===== src/rtl/lsu_pkg.sv =====
// Shared definitions for the load/store unit: FSM states, RV32I funct3 codes
// and the legality/alignment rule applied before any memory request.
package lsu_pkg;

  typedef enum logic [1:0] {
    ST_IDLE  = 2'd0,
    ST_CHECK = 2'd1,
    ST_REQ   = 2'd2,
    ST_RESP  = 2'd3
  } lsu_state_e;

  localparam logic [2:0] F3_LB  = 3'd0;
  localparam logic [2:0] F3_LH  = 3'd1;
  localparam logic [2:0] F3_LW  = 3'd2;
  localparam logic [2:0] F3_LBU = 3'd4;
  localparam logic [2:0] F3_LHU = 3'd5;
  localparam logic [2:0] F3_SB  = 3'd0;
  localparam logic [2:0] F3_SH  = 3'd1;
  localparam logic [2:0] F3_SW  = 3'd2;

  // True when the access may go to memory: legal funct3 and naturally aligned.
  function automatic logic access_ok(input logic is_store, input logic [2:0] f3,
                                     input logic [1:0] addr_lo);
    logic legal;
    logic aligned;
    if (is_store) legal = (f3 == F3_SB) || (f3 == F3_SH) || (f3 == F3_SW);
    else legal = (f3 == F3_LB) || (f3 == F3_LH) || (f3 == F3_LW) ||
                 (f3 == F3_LBU) || (f3 == F3_LHU);
    case (f3[1:0])
      2'd1:    aligned = ~addr_lo[0];
      2'd2:    aligned = (addr_lo == 2'b00);
      default: aligned = 1'b1;
    endcase
    return legal & aligned;
  endfunction

endpackage


===== src/rtl/lsu_align.sv =====
// Byte-lane steering: store data replication and byte enables, plus load lane
// extraction with sign/zero extension.
module lsu_align
  import lsu_pkg::*;
(
  input  logic        is_store_i,
  input  logic [2:0]  funct3_i,
  input  logic [1:0]  addr_lo_i,
  input  logic [31:0] wdata_i,
  input  logic [31:0] mem_rdata_i,
  output logic [3:0]  be_o,
  output logic [31:0] store_data_o,
  output logic [31:0] load_data_o
);

  logic [7:0]  byte_lane;
  logic [15:0] half_lane;

  always_comb begin
    be_o         = 4'hF;
    store_data_o = wdata_i;
    if (is_store_i) begin
      case (funct3_i[1:0])
        2'd0: begin
          be_o         = 4'b0001 << addr_lo_i;
          store_data_o = {4{wdata_i[7:0]}};
        end
        2'd1: begin
          be_o         = 4'b0011 << {addr_lo_i[1], 1'b0};
          store_data_o = {2{wdata_i[15:0]}};
        end
        default: begin
          be_o         = 4'hF;
          store_data_o = wdata_i;
        end
      endcase
    end
  end

  always_comb begin
    byte_lane   = mem_rdata_i[{addr_lo_i, 3'b000} +: 8];
    half_lane   = addr_lo_i[1] ? mem_rdata_i[31:16] : mem_rdata_i[15:0];
    load_data_o = mem_rdata_i;
    case (funct3_i)
      F3_LB:   load_data_o = {{24{byte_lane[7]}}, byte_lane};
      F3_LH:   load_data_o = {{16{half_lane[15]}}, half_lane};
      F3_LBU:  load_data_o = {24'h0, byte_lane};
      F3_LHU:  load_data_o = {16'h0, half_lane};
      default: load_data_o = mem_rdata_i;
    endcase
  end

endmodule


===== src/rtl/load_store_unit.sv =====
// Load/store unit: takes one access from the control unit, checks it, runs a
// req/ack memory handshake with timeout, and reports done/fault with load data.
module load_store_unit
  import lsu_pkg::*;
#(
  parameter int unsigned MAX_WAIT = 255
) (
  input  logic        clk,
  input  logic        reset,
  input  logic        start,
  input  logic        is_store,
  input  logic [2:0]  funct3,
  input  logic [31:0] addr,
  input  logic [31:0] wdata,
  output logic        busy,
  output logic        done,
  output logic        fault,
  output logic [31:0] rdata,
  output logic        mem_req,
  output logic        mem_we,
  output logic [31:0] mem_addr,
  output logic [31:0] mem_wdata,
  output logic [3:0]  mem_be,
  input  logic        mem_ack,
  input  logic [31:0] mem_rdata,
  output logic [1:0]  dbg_state
);

  // Handshake: mem_req stays high with stable addr/we/be/wdata until mem_ack
  // is sampled high on a rising edge; mem_ack outside REQ is ignored.

  lsu_state_e  state_q, state_d;
  logic        is_store_q;
  logic [2:0]  funct3_q;
  logic [31:0] addr_q, wdata_q;
  logic        fault_q, fault_d;
  logic [7:0]  wait_q, wait_d;
  logic [31:0] rdata_q, rdata_d;
  logic [3:0]  be;
  logic [31:0] store_data, load_data;
  logic        in_req;

  lsu_align u_align (
    .is_store_i   (is_store_q),
    .funct3_i     (funct3_q),
    .addr_lo_i    (addr_q[1:0]),
    .wdata_i      (wdata_q),
    .mem_rdata_i  (mem_rdata),
    .be_o         (be),
    .store_data_o (store_data),
    .load_data_o  (load_data)
  );

  always_comb begin
    state_d = state_q;
    fault_d = fault_q;
    wait_d  = wait_q;
    rdata_d = rdata_q;
    case (state_q)
      ST_IDLE: begin
        if (start) begin
          state_d = ST_CHECK;
          fault_d = 1'b0;
        end
      end
      ST_CHECK: begin
        wait_d = 8'd0;
        if (access_ok(is_store_q, funct3_q, addr_q[1:0])) begin
          state_d = ST_REQ;
        end else begin
          state_d = ST_RESP;
          fault_d = 1'b1;
        end
      end
      ST_REQ: begin
        // An ack in the final allowed cycle still wins over the timeout.
        if (mem_ack) begin
          state_d = ST_RESP;
          if (!is_store_q) rdata_d = load_data;
        end else if (wait_q == 8'(MAX_WAIT - 1)) begin
          state_d = ST_RESP;
          fault_d = 1'b1;
        end else begin
          wait_d = wait_q + 8'd1;
        end
      end
      ST_RESP: begin
        state_d = ST_IDLE;
        wait_d  = 8'd0;
      end
      default: state_d = ST_IDLE;
    endcase
  end

  always_ff @(posedge clk) begin
    if (reset) begin
      state_q    <= ST_IDLE;
      fault_q    <= 1'b0;
      wait_q     <= 8'd0;
      rdata_q    <= 32'h0;
      is_store_q <= 1'b0;
      funct3_q   <= 3'd0;
      addr_q     <= 32'h0;
      wdata_q    <= 32'h0;
    end else begin
      state_q <= state_d;
      fault_q <= fault_d;
      wait_q  <= wait_d;
      rdata_q <= rdata_d;
      if (state_q == ST_IDLE && start) begin
        is_store_q <= is_store;
        funct3_q   <= funct3;
        addr_q     <= addr;
        wdata_q    <= wdata;
      end
    end
  end

  assign in_req    = (state_q == ST_REQ);
  assign busy      = (state_q == ST_CHECK) || in_req;
  assign done      = (state_q == ST_RESP);
  assign fault     = done & fault_q;
  assign rdata     = rdata_q;
  assign mem_req   = in_req;
  assign mem_we    = in_req & is_store_q;
  assign mem_addr  = in_req ? {addr_q[31:2], 2'b00} : 32'h0;
  assign mem_wdata = in_req ? store_data : 32'h0;
  assign mem_be    = in_req ? be : 4'h0;
  assign dbg_state = state_q;

endmodule

===== config.mk =====
export PLATFORM = sky130hd
export DESIGN_NAME = load_store_unit
export DESIGN_NICKNAME = d
export VERILOG_FILES = /design/src/rtl/lsu_pkg.sv /design/src/rtl/lsu_align.sv /design/src/rtl/load_store_unit.sv
export SDC_FILE = /design/constraint.sdc
export NUM_CORES = 1
export LEC_CHECK = 0
export CAP_MARGIN = 10
export CORE_MARGIN = 3
export CORE_UTILIZATION = 50
export CTS_BUF_LIST = sky130_fd_sc_hd__clkbuf_4
export DETAILED_ROUTE_END_ITERATION = 7
export PLACE_DENSITY = 0.95
export SLEW_MARGIN = 20
export SYNTH_ARGS = -nofsm -noshare
export SYNTH_HDL_FRONTEND = slang
export SYNTH_SLANG_ARGS = --single-unit

===== constraint.sdc =====
create_clock -name clk -period 6.9 [get_ports clk]
set_clock_uncertainty 0.2 [all_clocks]
set_input_delay 1.38 -clock clk [delete_from_list [all_inputs] [get_ports clk]]
set_output_delay 1.38 -clock clk [all_outputs]
set_load 0.02 [all_outputs]

==> summary.md, run 1 <==
## Finish
• final cell count without fillers: 1049
• layout cell share with drive strength beyond 1: 4.400%
• Antenna Diode Count: 0
• commonest non-fill, non-tap cells in the layout: 207 x sky130_fd_sc_hd__clkdlybuf4s50_1, 177 x sky130_fd_sc_hd__nand2_1, 111 x sky130_fd_sc_hd__dfxtp_1, 93 x sky130_fd_sc_hd__a21oi_1, 43 x sky130_fd_sc_hd__and2_1
• leading cell type in the layout, fill and taps excluded: sky130_fd_sc_hd__clkdlybuf4s50_1
• Area Growth Syn to Fin: 38.31%
• share of the core filled with cells: 71.61%
• layout net count: 1018

## STA
• f_max: 0.1896 GHz
• part of the cycle the worst path needs: 76.43%
• sum of negative setup slack: 0 ns
• final worst slack: 1.626 ns
• Final Hold Slack: 0.2631 ns
• Max-Slew Margin vs Limit: 28.22%
• max-slew violation count: 0
• final-report hold violation count: 0
• number of setup violations in the final report: 0
• slew at the pin with the worst max-slew slack: 1.077 ns
• setup repair after global routing missed its margin: no
• min Tclk post-route: 5.274 ns

## Hold path
• min-delay worst type: reg2reg

## Worst setup path
• Critical Setup Path Class: reg2out
• nature of the critical path endpoint: output pin
• worst endpoint data arrival time: 3.69 ns
• r2r startpoint: funct3_q[1]
• startpoint of the worst setup timing path: funct3_q[1]
• Setup crit end: mem_wdata[17]
• CP max stage delay: 0.65 ns
• most prevalent standard cell on the critical path: sky130_fd_sc_hd__nand2_1
• Crit-path slowest cell: sky130_fd_sc_hd__clkdlybuf4s50_1
• worst r2r path cells: 7
• FF-to-FF End: fault_q
• CP delay by family, top: simple AND/OR/NAND/NOR gates
• register-to-register setup slack: 3.78 ns
• startpoint types: flop
• depth of the critical timing path with buffers and inverters included: 7
• WP data required: 5.32 ns
• cells along the critical path: clkinv_1 > ha_1 > or2_2 > nand2_1 > nand2_1 > a21boi_0 > clkdlybuf4s50_1
• count of buffering cells on the critical path with inverters included: 2
• maximum fanout along the worst path: 26

## Synthesis
• Cells after Synth: 744
• Post-Syn Area per Cell: 7.643 um2
• post-synthesis sequential element count: 111
• Post-Synth XOR/XNOR Area: 0%
• largest family of logic cells by synthesized area: compound AO/OA/AOI/OAI gates
• count of different cell masters after synthesis: 49
• Post-Synth Simple-Gate Area: 24.99%
• register area share after synthesis: 39.08%
• Cell Area, Synth: 5687 um2
• share of the synthesized area in compound gates (AO/OA/AOI/OAI): 25.70%
• Warnings, synthesis: 0
• arithmetic-cell share of the synthesized area counting full adders, half adders and majority gates: 2.200%
• share of synthesized area spent on multiplexers: 2.486%

## Clock network
• cts bufs inserted: 9
• clock-pin slew on the worst setup and hold paths: 0.20 ns
• number of buffers added to fix hold violations after cts: 0
• number of clock sinks seen by CTS: 111
• master cell of the clock root buffer: sky130_fd_sc_hd__clkbuf_4
• CTS tree: yes
• H-tree depth reported by CTS: 3
• number of buffers inserted to repair setup after CTS: 0
• clock network latency to the later pin of the worst-skew pair: 0.47 ns
• number of gates resized after CTS: 0
• Longest Clk Path Bufs: 2

## GRT
• GR Overflow Total: 0
• overall global routing resource usage: 27.46%
• number of global-route vias before repair: 5613
• global-route wire length before repair: 28.38 mm
• pin count of the biggest net entering global routing: 98
• antenna violations before repair: 0

## Route
• WL per Instance: 17.14 um
• number of nets still failing antenna checks after routing: 0
• final WL: 17.98 mm
• drt via density: 5.735
• post-detailed-route DRC marker count: 0
• First DRT Iteration DRCs: 482
• first-pass detailed-route iteration total: 5
• via count of the routed design: 6016

## Power and ir drop
• largest voltage drop on the vdd net: 0.0001570 V
• power per cell area: 281.3 nW/um2
• Leak Pwr: 2.747 nW

## Floorplan
• Vert. Die Dim: 112.6 um
• number of cell rows: 38
• Die W: 112.6 um
• placeable core region: 10980 um2
• effective utilization at floorplan: 51.78%
• Die ar.: 12690 um2
• IO Count: 211

## Place
• routability congestion estimate: 0.9004
• DP Wirelength: 12.78 mm
• setup slack after placement: 2.214 ns
• post-placement cell count: 1033
• number of buffers added on ports: 208

## Outcome
• run status: finished, final reports clean

## Run
• max capacitance violation total: 0

-- sequential cells by signal (all words and copies together), names as in the netlist --
signal      cells
wdata_q        32
funct3_q        3
is_store_q      1
addr_q         32
wait_q          8
rdata          32
fault_q         1
dbg_state       2
-- worst min-delay path, cell delays in order, from the launching register on --
cell and delay (ns):
sky130_fd_sc_hd__dfxtp_1 0.35, sky130_fd_sc_hd__nand2_1 0.05, sky130_fd_sc_hd__a21oi_1 0.05
-- worst min path at each step --
stage | from | end | slack [ns] | depth (start not counted)
2_1_floorplan | fault_q | fault_q | 0.23 | 2
3_3_place_gp | addr_q[3] | addr_q[3] | 0.24 | 2
3_5_place_dp | addr_q[10] | addr_q[10] | 0.24 | 2
4_1_cts | addr_q[22] | addr_q[22] | 0.26 | 2
5_1_grt | wdata_q[16] | wdata_q[16] | 0.28 | 2
6_report | addr_q[18] | addr_q[18] | 0.26 | 2
-- cells in the mapped netlist (all sizes together) --
library cell | n | area [um2]
nand3 | 16 | 80.08
nand2b | 7 | 43.79
conb | 1 | 3.750
a21boi | 11 | 82.58
or4 | 5 | 37.54
o21ai | 11 | 58.81
and2b | 1 | 7.510
o22ai | 1 | 6.260
nand2 | 178 | 668.1
o21a | 4 | 31.28
mux2 | 7 | 78.83
mux4 | 1 | 22.52
o31ai | 4 | 30.03
o32a | 1 | 10.01
mux2i | 4 | 40.04
or2 | 1 | 6.260
o31a | 1 | 8.760
a22oi | 23 | 172.7
a41oi | 1 | 8.760
dfxtp | 111 | 2222
a2111o | 3 | 33.78
clkinv | 1 | 3.750
nand4 | 3 | 33.78
o41ai | 3 | 26.28
o211a | 1 | 10.01
or3b | 1 | 8.760
o211ai | 7 | 52.55
o221ai | 1 | 8.760
buf | 19 | 101.4
o21bai | 15 | 112.6
a22o | 8 | 70.07
inv | 9 | 33.78
a31oi | 1 | 6.260
a2111oi | 1 | 8.760
ha | 10 | 125.1
nor3 | 1 | 5.000
clkbuf | 46 | 172.7
nor2 | 38 | 142.6
a211oi | 25 | 187.7
and2 | 44 | 275.3
nor2b | 18 | 112.6
a21oi | 93 | 465.5
a41o | 7 | 70.07
-- stage by stage --
| step | power, mW | instance area [um2] |
|---|---|---|
| 2_1_floorplan | 1.516 | 5690 |
| 3_3_place_gp | 1.864 | 7720 |
| 3_5_place_dp | 1.888 | 7720 |
| 4_1_cts | 2.204 | 7855 |
| 5_1_grt | 2.353 | 7865 |
| 6_report | 2.212 | 7865 |
-- power breakdown --
| group | leakage, nW | total (mW) | internal, mW | switching (mW) |
|---|---|---|---|---|
| Combinational | 1.77 | 1.03 | 0.425 | 0.604 |
| Sequential | 0.906 | 0.857 | 0.761 | 0.0957 |
| Clock | 0.0756 | 0.326 | 0.0883 | 0.238 |
| Total | 2.75 | 2.21 | 1.27 | 0.938 |
-- routing by layer --
layer  track usage [%]  routed length, um  vias to the layer above
li1                  -                  -                     2879
met1             32.81               6986                     2789
met2             45.02               8377                      304
met3             8.841               1980                       44
met4             12.34                637                        0
met5                 0                  0                        -
-- area by class of cell --
class	instances	area [um2]
clock buffers	10	75.07
clock inverters	6	60.06
fillers	861	3118
inverters	10	37.54
multi-input cells	559	3178
flip-flops and latches	111	2222
well taps	140	175.2
repair buffers	213	2117
-- cell families (layout without fill, tap and decap cells) --
family,count (synthesis),count (layout)
other,1,2
buffers and inverters,75,239
flip-flops,111,111
AND/OR/NAND/NOR,313,313
adder cells (fa/ha/maj),10,10
multiplexers,12,12
AO/OA/AOI/OAI,222,222
(Power assumes the default switching activity.)
==> inputs of run 2 (changes only) <==
--- a/config.mk
+++ b/config.mk
@@ -7,10 +7,10 @@
 export LEC_CHECK = 0
 export CAP_MARGIN = 10
 export CORE_MARGIN = 3
-export CORE_UTILIZATION = 50
+export CORE_UTILIZATION = 46
 export CTS_BUF_LIST = sky130_fd_sc_hd__clkbuf_4
 export DETAILED_ROUTE_END_ITERATION = 7
-export PLACE_DENSITY = 0.95
+export PLACE_DENSITY = 0.89
 export SLEW_MARGIN = 20
 export SYNTH_ARGS = -nofsm -noshare
 export SYNTH_HDL_FRONTEND = slang
==> constraint.sdc (replaced) <==
create_clock -name clk -period 5 [get_ports clk]
set_clock_uncertainty 0.2 [all_clocks]
set_input_delay 1 -clock clk [delete_from_list [all_inputs] [get_ports clk]]
set_output_delay 1 -clock clk [all_outputs]
set_load 0.02 [all_outputs]
==> run 2 against run 1 <==
Against the previous run:
- via count decreased by 2.4%
- count of clock-buffer cells in the layout unchanged
- sequential share of layout area decreased by 0.13 points
- flip-flop and latch count unchanged
- wire length decreased by 1.3%
- register-to-register slack got worse by 1.5 ns
- largest power group unchanged
==> summary.md, run 2 (synthesis gave the netlist of run 1 again) <==
## Worst setup path
• worst endpoint data arrival time: 3.23 ns
• startpoint types: flop
• CP max stage delay: 0.64 ns
• Crit-path slowest cell: sky130_fd_sc_hd__clkdlybuf4s50_1
• maximum fanout along the worst path: 17
• Critical Setup Path Class: reg2out
• startpoint of the worst setup timing path: funct3_q[1]
• r2r startpoint: funct3_q[1]
• most prevalent standard cell on the critical path: sky130_fd_sc_hd__nand2_1
• cells along the critical path: clkinv_1 > ha_1 > or2_2 > nand2_1 > nand2_1 > a21boi_0 > clkdlybuf4s50_1
• nature of the critical path endpoint: output pin
• WP data required: 3.80 ns

## Clock network
• clock network latency to the later pin of the worst-skew pair: 0.48 ns
• H-tree depth reported by CTS: 3
• clock-pin slew on the worst setup and hold paths: 0.17 ns
• number of gates resized after CTS: 0
• Longest Clk Path Bufs: 2
• cts bufs inserted: 9
• number of clock sinks seen by CTS: 111
• number of buffers inserted to repair setup after CTS: 0
• master cell of the clock root buffer: sky130_fd_sc_hd__clkbuf_4
• number of buffers added to fix hold violations after cts: 0
• CTS tree: yes

## Floorplan
• Die W: 117.2 um
• effective utilization at floorplan: 48.36%
• Die ar.: 13730 um2
• Vert. Die Dim: 117.2 um
• placeable core region: 11760 um2
• IO Count: 211
• number of cell rows: 39

## STA
• max-slew violation count: 0
• sum of negative setup slack: 0 ns
• part of the cycle the worst path needs: 88.58%
• min Tclk post-route: 4.429 ns
• number of setup violations in the final report: 0
• slew at the pin with the worst max-slew slack: 1.053 ns
• final-report hold violation count: 0
• Max-Slew Margin vs Limit: 29.79%
• f_max: 0.2258 GHz
• setup repair after global routing missed its margin: no

## Route
• post-detailed-route DRC marker count: 0
• final WL: 17.75 mm
• First DRT Iteration DRCs: 496
• WL per Instance: 16.48 um
• drt via density: 5.453
• first-pass detailed-route iteration total: 5
• number of nets still failing antenna checks after routing: 0
• via count of the routed design: 5873

## Power and ir drop
• sequential share of power: 39.1%
• power share of the clock group: 14.0%
• Leak Pwr: 2.751 nW
• largest voltage drop on the vdd net: 0.0002667 V
• Internal Power: 1.749 mW
• power dissipated by switching net loads: 1.269 mW
• switch share: 42.04%
• combinational share of power: 46.9%
• power per cell area: 382.0 nW/um2

## Place
• DP Wirelength: 12.79 mm
• number of buffers added on ports: 208
• routability congestion estimate: 0.9377
• post-placement cell count: 1061

## GRT
• global-route wire length before repair: 27.26 mm
• overall global routing resource usage: 25.18%
• number of global-route vias before repair: 5349
• antenna violations before repair: 0
• pin count of the biggest net entering global routing: 97
• GR Overflow Total: 0

## Finish
• commonest non-fill, non-tap cells in the layout: 207 x sky130_fd_sc_hd__clkdlybuf4s50_1, 177 x sky130_fd_sc_hd__nand2_1, 111 x sky130_fd_sc_hd__dfxtp_1, 93 x sky130_fd_sc_hd__a21oi_1, 43 x sky130_fd_sc_hd__and2_1
• share of the core filled with cells: 67.18%
• leading cell type in the layout, fill and taps excluded: sky130_fd_sc_hd__clkdlybuf4s50_1
• final cell count without fillers: 1077
• Antenna Diode Count: 0
• Area Growth Syn to Fin: 38.92%
• layout net count: 1022
• layout cell share with drive strength beyond 1: 4.710%

## Run
• max capacitance violation total: 0

## Hold path
• hold path start: addr_q[4]
• min-delay worst type: reg2reg

## Outcome
• run status: finished, final reports clean

-- run 2: changes by cell type in the layout (fill, tap and decap cells not counted), sizes merged --
cell / delta
clkinvlp: +2
buf: +4
clkinv: +1
inv: -3
-- run 2: power by group through the flow --
| stage | sequential [mW] | clock (mW) | combinational (mW) |
|---|---|---|---|
| global route | 1.20 | 0.460 | 1.56 |
| detailed placement | 1.20 | 0 | 1.42 |
| finish | 1.18 | 0.423 | 1.42 |
| CTS | 1.18 | 0.433 | 1.42 |
| global placement | 1.19 | 0 | 1.39 |
| floorplan | 1.21 | 0 | 0.882 |
-- run 2: worst max-delay path, delay by kind of cell, from the launching register on --
| family | cells | cell delay (ns) |
|---|---|---|
| adders and majority gates | 1 | 0.28 |
| DFF | 1 | 0.39 |
| and+or+nand+nor | 3 | 1.01 |
| AOI/OAI and AO/OA | 1 | 0.18 |
| buffers and inverters | 2 | 0.88 |
-- run 2: metrics by stage --
stage	hold slack, ns	area (um2)	worst slack [ns]	total power, mW
2_1_floorplan	0.2301	5690	1.591	2.092
6_report	0.2597	7900	0.5710	3.018
3_5_place_dp	0.2421	7780	1.120	2.616
4_1_cts	0.2633	7900	0.5388	3.031
3_3_place_gp	0.2372	7780	1.196	2.587
5_1_grt	0.2840	7900	0.3457	3.219
-- run 2: area by class of cell --
type | instances | area, um2
fill | 970 | 3860
multi-input combinational | 559 | 3168
sequential | 111 | 2222
timing repair buffer | 217 | 2147
tap | 164 | 205.2
clock buffer | 10 | 75.07
clock inverter | 6 | 45.04
inverter | 10 | 37.54
-- run 2: worst paths after layout --
check             depth (start not counted)       endpoint  slack [ns]
setup / recovery                          7  mem_wdata[19]        0.57
hold / removal                            2      addr_q[4]        0.26
setup reg to reg                          7        fault_q        2.25
hold reg to reg                           2      addr_q[4]        0.26
-- run 2: layer usage --
metal	global-route usage, %	wire, um	vias to the layer above	part of all wire, %
li1	-	-	2881	-
met1	31.56	7303	2705	41
met2	40.50	8078	252	46
met3	8.535	1900	35	11
met4	8.792	465	0	2.6
met5	0	0	-	0
